[src/rtl/uart_tx.sv]
// Byte-oriented 8N1 UART transmitter fed from a small FIFO, LSB first.
// Define UART_TX_PARITY_EN to insert an even-parity bit between the data bits and the stop bit.
module uart_tx #(
  parameter int unsigned CLOCK_HZ = 625,
  parameter int unsigned BAUD     = 78,
  parameter int unsigned DEPTH    = 4
) (
  input  logic       clk,
  input  logic       reset,
  input  logic [7:0] tx_data_i,
  input  logic       tx_valid_i,
  output logic       tx_ready_o,
  output logic       tx_o,
  output logic       busy_o
);

  localparam int unsigned BitTicks = CLOCK_HZ / BAUD;
  localparam int unsigned TickW    = (BitTicks > 1) ? $clog2(BitTicks) : 1;
  localparam int unsigned PtrW     = $clog2(DEPTH);
  localparam int unsigned CntW     = PtrW + 1;

  typedef enum logic [2:0] {
    StIdle,
    StStart,
    StData,
`ifdef UART_TX_PARITY_EN
    StParity,
`endif
    StStop
  } state_e;

  // FIFO storage and pointers
  logic [7:0]      mem_q [DEPTH];
  logic [PtrW-1:0] wr_ptr_q, rd_ptr_q;
  logic [CntW-1:0] count_q;
  logic            full, empty, push, pop;

  // Serialiser state
  state_e          state_q;
  logic [TickW-1:0] tick_q;
  logic [2:0]      bit_q;
  logic [7:0]      shift_q;
  logic            tx_q, tx_d;
  logic            last_tick;
`ifdef UART_TX_PARITY_EN
  logic            parity_q;
`endif

  assign full       = (count_q == CntW'(DEPTH));
  assign empty      = (count_q == '0);
  assign push       = tx_valid_i && !full;
  assign last_tick  = (tick_q == TickW'(BitTicks - 1));
  assign tx_ready_o = !full;
  assign tx_o       = tx_q;
  assign busy_o     = (state_q != StIdle) || !empty;

  // Head is popped either from idle or on the last stop tick so frames run back to back.
  always_comb begin
    pop = 1'b0;
    if (!empty) begin
      pop = (state_q == StIdle) || ((state_q == StStop) && last_tick);
    end
  end

  always_ff @(posedge clk) begin
    if (push) begin
      mem_q[wr_ptr_q] <= tx_data_i;
    end
  end

  always_ff @(posedge clk or posedge reset) begin
    if (reset) begin
      wr_ptr_q <= '0;
      rd_ptr_q <= '0;
      count_q  <= '0;
    end else begin
      if (push) begin
        wr_ptr_q <= wr_ptr_q + 1'b1;
      end
      if (pop) begin
        rd_ptr_q <= rd_ptr_q + 1'b1;
      end
      unique case ({push, pop})
        2'b10:   count_q <= count_q + 1'b1;
        2'b01:   count_q <= count_q - 1'b1;
        default: count_q <= count_q;
      endcase
    end
  end

  // Line level follows the state one cycle later, keeping tx_o glitch-free.
  always_comb begin
    tx_d = 1'b1;
    unique case (state_q)
      StStart:  tx_d = 1'b0;
      StData:   tx_d = shift_q[0];
`ifdef UART_TX_PARITY_EN
      StParity: tx_d = parity_q;
`endif
      default:  tx_d = 1'b1;
    endcase
  end

  always_ff @(posedge clk or posedge reset) begin
    if (reset) begin
      state_q  <= StIdle;
      tick_q   <= '0;
      bit_q    <= '0;
      shift_q  <= '0;
      tx_q     <= 1'b1;
`ifdef UART_TX_PARITY_EN
      parity_q <= 1'b0;
`endif
    end else begin
      tx_q <= tx_d;
      unique case (state_q)
        StIdle: begin
          tick_q <= '0;
          if (pop) begin
            shift_q  <= mem_q[rd_ptr_q];
`ifdef UART_TX_PARITY_EN
            parity_q <= ^mem_q[rd_ptr_q];
`endif
            state_q  <= StStart;
          end
        end
        StStart: begin
          if (last_tick) begin
            tick_q  <= '0;
            bit_q   <= '0;
            state_q <= StData;
          end else begin
            tick_q <= tick_q + 1'b1;
          end
        end
        StData: begin
          if (last_tick) begin
            tick_q  <= '0;
            shift_q <= shift_q >> 1;
            if (bit_q == 3'd7) begin
`ifdef UART_TX_PARITY_EN
              state_q <= StParity;
`else
              state_q <= StStop;
`endif
            end else begin
              bit_q <= bit_q + 1'b1;
            end
          end else begin
            tick_q <= tick_q + 1'b1;
          end
        end
`ifdef UART_TX_PARITY_EN
        StParity: begin
          if (last_tick) begin
            tick_q  <= '0;
            state_q <= StStop;
          end else begin
            tick_q <= tick_q + 1'b1;
          end
        end
`endif
        StStop: begin
          if (last_tick) begin
            tick_q <= '0;
            if (pop) begin
              shift_q  <= mem_q[rd_ptr_q];
`ifdef UART_TX_PARITY_EN
              parity_q <= ^mem_q[rd_ptr_q];
`endif
              state_q  <= StStart;
            end else begin
              state_q <= StIdle;
            end
          end else begin
            tick_q <= tick_q + 1'b1;
          end
        end
        default: begin
          tick_q  <= '0;
          state_q <= StIdle;
        end
      endcase
    end
  end

endmodule

[config.mk]
export PLATFORM = sky130hd
export DESIGN_NAME = uart_tx
export DESIGN_NICKNAME = d
export VERILOG_FILES = /design/src/rtl/uart_tx.sv
export SDC_FILE = /design/constraint.sdc
export NUM_CORES = 1
export LEC_CHECK = 0
export ABC_AREA = 1
export CORE_ASPECT_RATIO = 1.75
export CORE_MARGIN = 1
export CORE_UTILIZATION = 63
export CTS_CLUSTER_DIAMETER = 80
export DETAILED_ROUTE_END_ITERATION = 16
export PLACE_DENSITY = 0.85
export SYNTH_ARGS = -nofsm -noshare
export SYNTH_HDL_FRONTEND = slang
export SYNTH_SLANG_ARGS = --single-unit
[constraint.sdc]
create_clock -name clk -period 6.91 [get_ports clk]
set_clock_uncertainty 0.15 [all_clocks]
set_input_delay 1.382 -clock clk [delete_from_list [all_inputs] [get_ports clk]]
set_output_delay 1.382 -clock clk [all_outputs]
set_load 0.01 [all_outputs]
Word level (Yosys, flattened, before mapping). Memory sizes are Yosys's and may differ from the RTL's. Cells that the tools add are included.

Output and inout port bits: 3. Bits of input ports: 11. Logic and storage cells: 67. Memories kept: 1. Register bits: 25. RAM bits: 32.

Multiplexer cells: 22. Reduce and logical (&&, ||, !) cells: 16. Equality and inequality tests: 14. Add/subtract/negate cells: 6.

Memory list: mem_q (words 4, width 8, read ports 1, clocked after memory_dff 0, write ports 1, line 33) `logic [7:0] mem_q [DEPTH];`.

Operators with widths (number): $mux 3 (10); $mux 8 (3); $pmux 8 s3 (1); $ne 2x2->1 const B (6); $pmux 3 s2 (2); $pmux 3 s4 (1); $add 3x1->3 const B (3); $eq 3x3->1 const B (3); $eq 3x2->1 const B (2); $logic_not 3->1 (2); $reduce_bool 3->1 (2); $reduce_and 5->1 (1); $add 2x1->2 const B (2); $mux 1 (4); $reduce_and 4->1 (1); $reduce_bool 2->1 (2); $eq 3x1->1 const B (1); $reduce_and 3->1 (1); $reduce_or 3->1 (1); $sub 3x1->3 const B (1); $eq 2x1->1 const B (1); $eq 2x2->1 const B (1); $logic_and 1x1->1 (2); $logic_not 1->1 (2); other kinds (2) (3).

Longest topological paths before layout. Gate-level depths: netlist of run 1.

Depth after elaboration: 7. Gate-level depth with buffers: 12. Depth with buffers taken out: 12.

Worst setup path before layout of run 1. OpenSTA, ideal clock, no wires.

Kind: input port to flip-flop. From: input tx_valid_i. To: register count_q[2]. Buffers on the path: 0. Slack: 4194 ps. Arrival: 2435 ps. Cell stages on the path: 7. Cell sequence: nand2_2 -> ha_1 -> inv_1 -> fa_1 -> a21oi_1 -> o21ai_0 -> xor2_1.

Word-level cells in the longest chain between the ends: 3. Elaborated cells between the ends (all ways): 5.

RTL lines: start, declared (line 11) `input logic tx_valid_i,`; $logic_and 1x1->1 * (line 51) `assign push = tx_valid_i && !full;`; $eq 2x1->1 / $eq 2x2->1 (equally long branches) (line 83) `unique case ({push, pop})`; $pmux 3 s2 / $reduce_bool 2->1 (equally long branches); end signal, assigned (line 84) `2'b10: count_q <= count_q + 1'b1;`; end signal, assigned (line 85) `2'b01: count_q <= count_q - 1'b1;`; end signal, assigned (line 86) `default: count_q <= count_q;`; end, declared (line 35) `logic [CntW-1:0] count_q;`.

Every way passes the cells marked *; elsewhere a longest branch is shown, timed or not. A chain may end at the register's enable or synchronous reset.

==> metrics.txt, run 1 <==
status=completed; vias=1696; Max IR drop VDD=0.179 mV; worst-margin pin slew=0.919 ns; min-delay src=tick_q[0]; number of synthesized register bits=56; hold worst-path end=tick_q[0]; Register-to-Register Path Depth=12; Core ar.=3940 sq um; Iter 0 DRT Violations=49; Critical Path, Cell by Cell=ha_1 > ha_1 > nand2_1 > nand2_1 > nand2_2 > nand2_1 > clkdlybuf4s50_1; chip width=50.9 um; Synth Area per Inst=10.0 sq um; Mapped Cells=263; mux share of post-synthesis cell area=0.380%; Netlist cell types=28; clk_lat worst skew=0.31 ns; Routed Antenna Nets=0; Synth Area in Adders=6.94%; CTS buffer count=5; CTS Buffer Depth=2; RSZ-0062 raised after global routing=no; Final #Nets=303; most frequent cells after synthesis=nand2_1 (51), inv_1 (36), nor2_1 (35), edfxtp_1 (32), dfrtp_1 (23); Startpoint Class=register; pre-CTS WS=3.67 ns; first-pass GRT wire length=7130 um; Synth Area in XOR/XNOR=1.33%; Slew Limit Fails=0; Tot Pwr=0.754 mW; most used flip-flop cell after synthesis=edfxtp_1; Setup TNS Final=0 ns; main combinational cell family by area after synthesis=simple AND/OR/NAND/NOR gates; slowest CP cell=clkdlybuf4s50_1; Synth Area in Simple Gates=19.5%; crit-path most repeated cell=nand2_1; fin worst setup slack=3.38 ns; Post-Synthesis Cell Area=2630 sq um; Die Y=87.5 um; PortBufs=13; Hold Slack=0.297 ns; row count=30; FFs w/ async S/R, synth=42.9%; max cap viols=0; Placement Cell Area=2780 sq um; CP arrival=2.00 ns; final core utilization=73.3%; Detailed Route WL=4220 um; Initial Util=66.8%; gpl congestion=0.752; ranking of synthesized cells by area=edfxtp_1 (36%), dfrtp_1 (22%), nand2_1 (7.3%); top cell family by delay on the critical path=buffers and inverters; Ports=14; synth-to-layout area growth=9.64%; # fillers=297; hold depth=1; vias per inst=5.19; GRT overflow=0; drt wl/cell=12.9 um; DP Wirelength=3060 um; vias in the first global route=1642; Pre-Repair DR Iteration Count=4; initial antenna violation count=0; part of the Yosys area used for sequential elements=59.3%; Cells after DPL=319; Final Setup Violations=0; Final Hold Fails=0; Leak=1.29 nW; CTS H-tree depth=2; layout cell share with drive strength beyond 1=7.89%; finished layout cell area=2890 sq um; Final min period=3.53 ns; FMAX=0.283 GHz; post-CTS sizing=0; FF-to-FF Start=tick_q[0]; syn_nets=288; Final Non-Filler Cells=327; Worst R2R End=count_q[2]; pwr/cell area=261 nW/um^2; Setup Buffers After CTS=0; yosys warns=0; CTS tree=built; most numerous cell in the Yosys netlist=nand2_1; # hold bufs at CTS=0; CTS Sinks=56; Req. time, crit path=5.38 ns; top cell type by total area after synthesis=edfxtp_1; post-synthesis compound-gate area fraction=5.27%; relative slew slack=38.7%; CP Capture Type=output port; area share of the largest cell type after synthesis=36.5%; Tcrit/Tclk final=51.1%; CTS Root Buffer Type=clkbuf_8; Hold Path Class=reg2reg; DIE AREA=4450 sq um; Post-synth EDFFs=32; critical path's largest stage delay=0.49 ns; Max FO, Critical Path=7; Reg clk slew, reported paths=0.10 ns; buffers and inverters on the worst path=1; R2R setup slack=4.49 ns; n_diodes=0; all-layer global routing usage=22.0%; pin count of the biggest net entering global routing=25; DRC viols=0; Setup CP Type=reg2out
-- sequential cells by signal (all words and copies together) (netlist names) --
signal / count
state_q: 2
mem_q: 32
shift_q: 8
bit_q: 3
count_q: 3
tx_o: 1
rd_ptr_q: 2
tick_q: 3
wr_ptr_q: 2
-- power by group --
| group | switching [mW] | internal [mW] | total [mW] |
|---|---|---|---|
| sequential | 0.0191 | 0.411 | 0.430 |
| clock | 0.0995 | 0.106 | 0.205 |
| combinational | 0.0769 | 0.0420 | 0.119 |
-- per-layer routing --
metal  share of wire, %  wire length [um]  vias to the layer above  global-route usage [%]
li1                   -                 -                      866                       -
met1                 42              1770                      790                    24.6
met2                 54              2270                       31                    40.2
met3                2.6               111                        9                    4.51
met4                1.8                77                        0                    8.84
met5                  0                 0                        -                       0
-- placed cells by master (no fill, tap or decap) --
master	n
o21ai_1	7
ha_1	13
nand2_1	51
mux2i_1	1
o21ai_0	13
dfrtp_1	23
inv_1	36
nor3_1	1
edfxtp_1	32
dfstp_2	1
nor2_2	1
inv_4	1
nand3_1	20
or2_1	1
o21ai_4	1
clkbuf_8	5
inv_2	2
xor2_1	3
nand2_4	2
fa_1	1
clkdlybuf4s50_1	13
xnor2_1	1
bufinv_16	1
nand2_2	2
clkinv_1	2
or2_2	6
nor2_1	35
a211oi_1	1
a21oi_1	3
-- area by class of cell --
class	instances	area, sq um	share of cell area (%)
well taps	48	60.1	2.08
clock inverters	3	37.5	1.30
repair buffers	13	130	4.51
clock buffers	5	68.8	2.38
flip-flops and latches	56	1560	54.1
inverters	39	149	5.16
multi-input cells	163	880	30.5
-- cell families (layout without fill, tap and decap cells) --
logic type | count (synthesis) | count (layout)
and+or+nand+nor | 119 | 119
DFF | 56 | 56
buffers and inverters | 44 | 60
AOI/OAI and AO/OA | 25 | 25
adders and majority gates | 14 | 14
xor gates and xnor gates | 4 | 4
muxes | 1 | 1
-- worst register-to-register path, stage by stage, from the launching register on --
cell	delay, ns
dfrtp_1	0.36
ha_1	0.15
ha_1	0.28
nand2_1	0.08
nand2_1	0.08
nand2_2	0.09
inv_1	0.12
ha_1	0.15
inv_1	0.06
fa_1	0.38
a21oi_1	0.15
o21ai_0	0.11
xor2_1	0.15
-- worst max-delay path by stage --
| stage | cells past startpoint | to | startpoint | slack [ns] |
|---|---|---|---|---|
| global placement | 8 | count_q[2] | tx_valid_i | 3.69 |
| global route | 7 | busy_o | tick_q[0] | 3.23 |
| detailed placement | 8 | count_q[2] | tx_valid_i | 3.67 |
| floorplan | 7 | count_q[2] | tx_valid_i | 4.19 |
| finish | 7 | busy_o | tick_q[0] | 3.38 |
| CTS | 7 | busy_o | tick_q[0] | 3.37 |
(Power assumes the default switching activity.)
==> inputs of run 2 (changes only) <==
CORE_UTILIZATION = 53   (was 63)
PLACE_DENSITY = 0.77   (was 0.85)
clock period = 3.2 ns   (was 6.91 ns; I/O delays follow)
==> metrics.txt, run 2 (synthesis results as in run 1) <==
pin count of the biggest net entering global routing=25; CTS Root Buffer Type=clkbuf_8; Worst R2R End=count_q[2]; Ports=14; Iter 0 DRT Violations=38; hold depth=1; WP depth=7; max FFs per register=32; n_diodes=0; worst-margin pin slew=0.896 ns; Startpoint Class=register; pwr/cell area=540 nW/um^2; # fillers=404; first-pass GRT wire length=7220 um; DRC viols=0; Setup Buffers After CTS=0; # hold bufs at CTS=0; Routed Antenna Nets=0; most common cell after layout, fill and taps aside=nand2_1; chip width=55.3 um; Die Y=95.3 um; all-layer global routing usage=17.9%; Final Setup Violations=0; post-CTS sizing=0; RSZ-0062 raised after global routing=no; final core utilization=61.1%; Reg clk slew, reported paths=0.10 ns; Tot Pwr=1.57 mW; Core ar.=4750 sq um; PortBufs=13; top cell family by delay on the critical path=buffers and inverters; Max IR drop VDD=0.489 mV; row count=33; vias per inst=5.04; Critical Path, Cell by Cell=ha_1 > ha_1 > nand2_1 > nand2_1 > nand2_2 > nand2_1 > clkdlybuf4s50_1; drt wl/cell=12.3 um; GRT overflow=0; initial antenna violation count=0; Hold Path Class=reg2reg; buffers and inverters on the worst path=1; min-delay src=tick_q[0]; synth-to-layout area growth=10.1%; biggest regs=mem_q x32, shift_q x8; Setup CP Type=reg2out; CP Launch Point=tick_q[0]; status=completed; Largest Register=mem_q; FMAX=0.354 GHz; FF-to-FF Start=tick_q[0]; commonest non-fill, non-tap cells in the layout=nand2_1 (51), inv_1 (36), nor2_1 (35), edfxtp_1 (32), dfrtp_1 (23); Slew Limit Fails=0; hold worst-path end=tick_q[0]; DIE AREA=5270 sq um; CP Capture Type=output port; Final #Nets=307; CTS Sinks=56; Leak=1.30 nW; CTS H-tree depth=2; Initial Util=55.5%; crit-path most repeated cell=nand2_1; Final Hold Fails=0; Setup TNS Final=0 ns; CTS Buffer Depth=2; max cap viols=0; Max FO, Critical Path=7; layout cell share with drive strength beyond 1=9.19%; slowest CP cell=clkdlybuf4s50_1; Req. time, crit path=2.41 ns; critical path's largest stage delay=0.49 ns; Pre-Repair DR Iteration Count=4; clk_lat worst skew=0.31 ns; Final min period=2.82 ns; R2R setup slack=0.78 ns; gpl congestion=0.773; CP arrival=2.03 ns; Tcrit/Tclk final=88.2%; DP Wirelength=3020 um; CTS buffer count=5; vias in the first global route=1669; relative slew slack=40.2%; CTS tree=built; Register-to-Register Path Depth=12; vias=1687; Detailed Route WL=4120 um
run 2: cell count changes in the layout (fill, tap and decap cells not counted), sizes merged:
cell      delta
buf          +4
bufinv       -1
clkbuf       +1
clkinv       -1
clkinvlp     +1
run 2: area by class of cell:
| class | instances | area [sq um] | share of cell area, % |
|---|---|---|---|
| repair buffers | 17 | 160 | 5.52 |
| well taps | 52 | 65.1 | 2.24 |
| clock buffers | 6 | 72.6 | 2.50 |
| inverters | 39 | 149 | 5.13 |
| flip-flops and latches | 56 | 1560 | 53.9 |
| multi-input cells | 163 | 880 | 30.3 |
| clock inverters | 2 | 11.3 | 0.388 |
run 2: power breakdown:
group / internal (mW) / switching [mW] / leakage [nW]
Combinational: 0.107 / 0.168 / 0.674
Sequential: 0.885 / 0.0388 / 0.586
Clock: 0.152 / 0.216 / 0.0388
Total: 1.14 / 0.422 / 1.30
run 2: how the worst max path moves through the flow:
stage / to / slack [ns]
after floorplan: count_q[2] / 0.99
after global placement: count_q[2] / 0.74
after detailed placement: busy_o / 0.69
after CTS: busy_o / 0.34
after global routing: busy_o / 0.20
final: busy_o / 0.38
run 2: per-stage QoR:
step	instance area [sq um]	worst slack, ns	hold slack [ns]	std cells
after floorplan	2630	0.986	0.265	263
final	2900	0.377	0.294	335
after global placement	2820	0.742	0.280	327
after global routing	2900	0.196	0.320	335
after CTS	2900	0.342	0.300	335
after detailed placement	2820	0.691	0.286	327
run 2: per-layer routing:
metal | part of all wire, % | wire (um) | up-vias | global-route usage [%]
met3 | 2.2 | 90 | 12 | 3.26
met4 | 2.7 | 110 | 0 | 8.33
met1 | 42 | 1740 | 771 | 21.0
met2 | 53 | 2180 | 28 | 31.8
li1 | - | - | 876 | -
met5 | 0 | 0 | - | 0
==> inputs of run 3 (changes only) <==
PLACE_DENSITY = 0.75   (was 0.77)
==> metrics.txt, run 3 (synthesis results as in run 1) <==
Initial Util=55.5%; Final #Nets=307; RSZ-0062 raised after global routing=no; relative slew slack=40.2%; Startpoint Class=register; DP Wirelength=2980 um; initial antenna violation count=0; Final Setup Violations=0; max FFs per register=32; pin count of the biggest net entering global routing=25; layout cell share with drive strength beyond 1=9.89%; CP Capture Type=output port; row count=33; Core ar.=4750 sq um; Slew Limit Fails=0; worst-margin pin slew=0.896 ns; FF+latch area=1560 sq um; Largest Register=mem_q; CTS tree=built; biggest regs=mem_q x32, shift_q x8; pwr/cell area=551 nW/um^2; met2 Usage GRT=33.0%; GRT overflow=0; DRC viols=0; Tot Pwr=1.61 mW; Final min period=2.79 ns; vias in the first global route=1703; PortBufs=13; switching power=0.434 mW; Setup CP Type=reg2out; n_diodes=0; Logic pwr share=17.3%; share of power burned in registers=57.5%; Req. time, crit path=2.41 ns; Hold Path Class=reg2reg; synth-to-layout area growth=10.7%; all-layer global routing usage=17.4%; Global Route met1 Usage=17.9%; CTS H-tree depth=2; first-pass GRT wire length=7040 um; clk_lat worst skew=0.31 ns; max cap viols=0; hold depth=1; status=completed; Detailed Route WL=4150 um; Tcrit/Tclk final=87.1%; Internal=1.17 mW; Ports=14; Max IR drop VDD=0.400 mV; most common cell after layout, fill and taps aside=nand2_1; Max FO, Critical Path=7; vias per inst=5.10; vias=1709; Routed Antenna Nets=0; Register-to-Register Path Depth=12; routing usage on met3=3.26%; commonest non-fill, non-tap cells in the layout=nand2_1 (51), inv_1 (36), nor2_1 (35), edfxtp_1 (32), dfrtp_1 (23); GR peak layer=met2; Final Hold Fails=0; clock share of power=25.2%; # fillers=396; Iter 0 DRT Violations=60; Leak=1.31 nW; # hold bufs at CTS=0; chip width=55.3 um; Die Y=95.3 um; Setup Buffers After CTS=0; Pre-Repair DR Iteration Count=4; FMAX=0.359 GHz; CTS Sinks=56; CTS Buffer Depth=2; Switching Share=27.0%; DIE AREA=5270 sq um; Setup TNS Final=0 ns; post-CTS sizing=0; CTS buffer count=5; CP arrival=2.00 ns; gpl congestion=0.777; Multi-input gate area=880 sq um; CTS Root Buffer Type=clkbuf_8; Reg clk slew, reported paths=0.09 ns; drt wl/cell=12.4 um
run 3: cell types whose count changed in the layout (fill, tap and decap cells not counted):
cell        delta
clkbuf_8       +1
clkbuf_1       -1
clkinvlp_4     -1
clkinv_1       -1
inv_6          +2
run 3: power by group through the flow:
stage / Clock, mW / Combinational (mW) / Sequential (mW)
detailed placement: 0 / 0.279 / 0.941
global placement: 0 / 0.273 / 0.936
floorplan: 0 / 0.180 / 0.931
CTS: 0.422 / 0.281 / 0.925
finish: 0.406 / 0.278 / 0.924
global route: 0.440 / 0.320 / 0.937
run 3: worst max-delay path, cell delays in order (launching register included):
cell	delay [ns]
dfrtp_1	0.39
ha_1	0.20
ha_1	0.26
nand2_1	0.09
nand2_1	0.06
nand2_2	0.11
nand2_1	0.10
clkdlybuf4s50_1	0.49
run 3: layer usage:
layer	vias to the layer above	wire (um)	part of all wire (%)
met1	800	1740	42
li1	880	-	-
met2	18	2230	54
met5	-	0	0
met3	11	72	1.7
met4	0	103	2.5
run 3: metrics by stage:
step	hold slack [ns]	std cells	utilization, %	setup slack [ns]	area, sq um
2_1_floorplan	0.265	263	-	0.986	2630
3_3_place_gp	0.276	327	59.3	0.732	2820
3_5_place_dp	0.289	327	59.3	0.715	2820
4_1_cts	0.303	335	61.4	0.378	2920
5_1_grt	0.310	335	61.4	0.242	2920
6_report	0.297	335	61.4	0.414	2920
run 3: layout make-up:
cell class | count | share of cell area (%)
Clock buffer | 6 | 2.83
Clock inverter | 2 | 0.601
Inverter | 39 | 5.11
Multi-Input combinational cell | 163 | 30.2
Sequential cell | 56 | 53.6
Tap cell | 52 | 2.23
Timing Repair Buffer | 17 | 5.49
run 3: path summary, 6_finish.rpt:
path | from | end | slack, ns
worst max-delay path | tick_q[0] | busy_o | 0.41
worst min-delay path | tick_q[0] | tick_q[0] | 0.30
worst max register to register | tick_q[0] | count_q[2] | 0.84
worst min register to register | tick_q[0] | tick_q[0] | 0.30
max in group asynchronous | reset | bit_q[0] | 1.68
min in group asynchronous | reset | wr_ptr_q[0] | 0.67
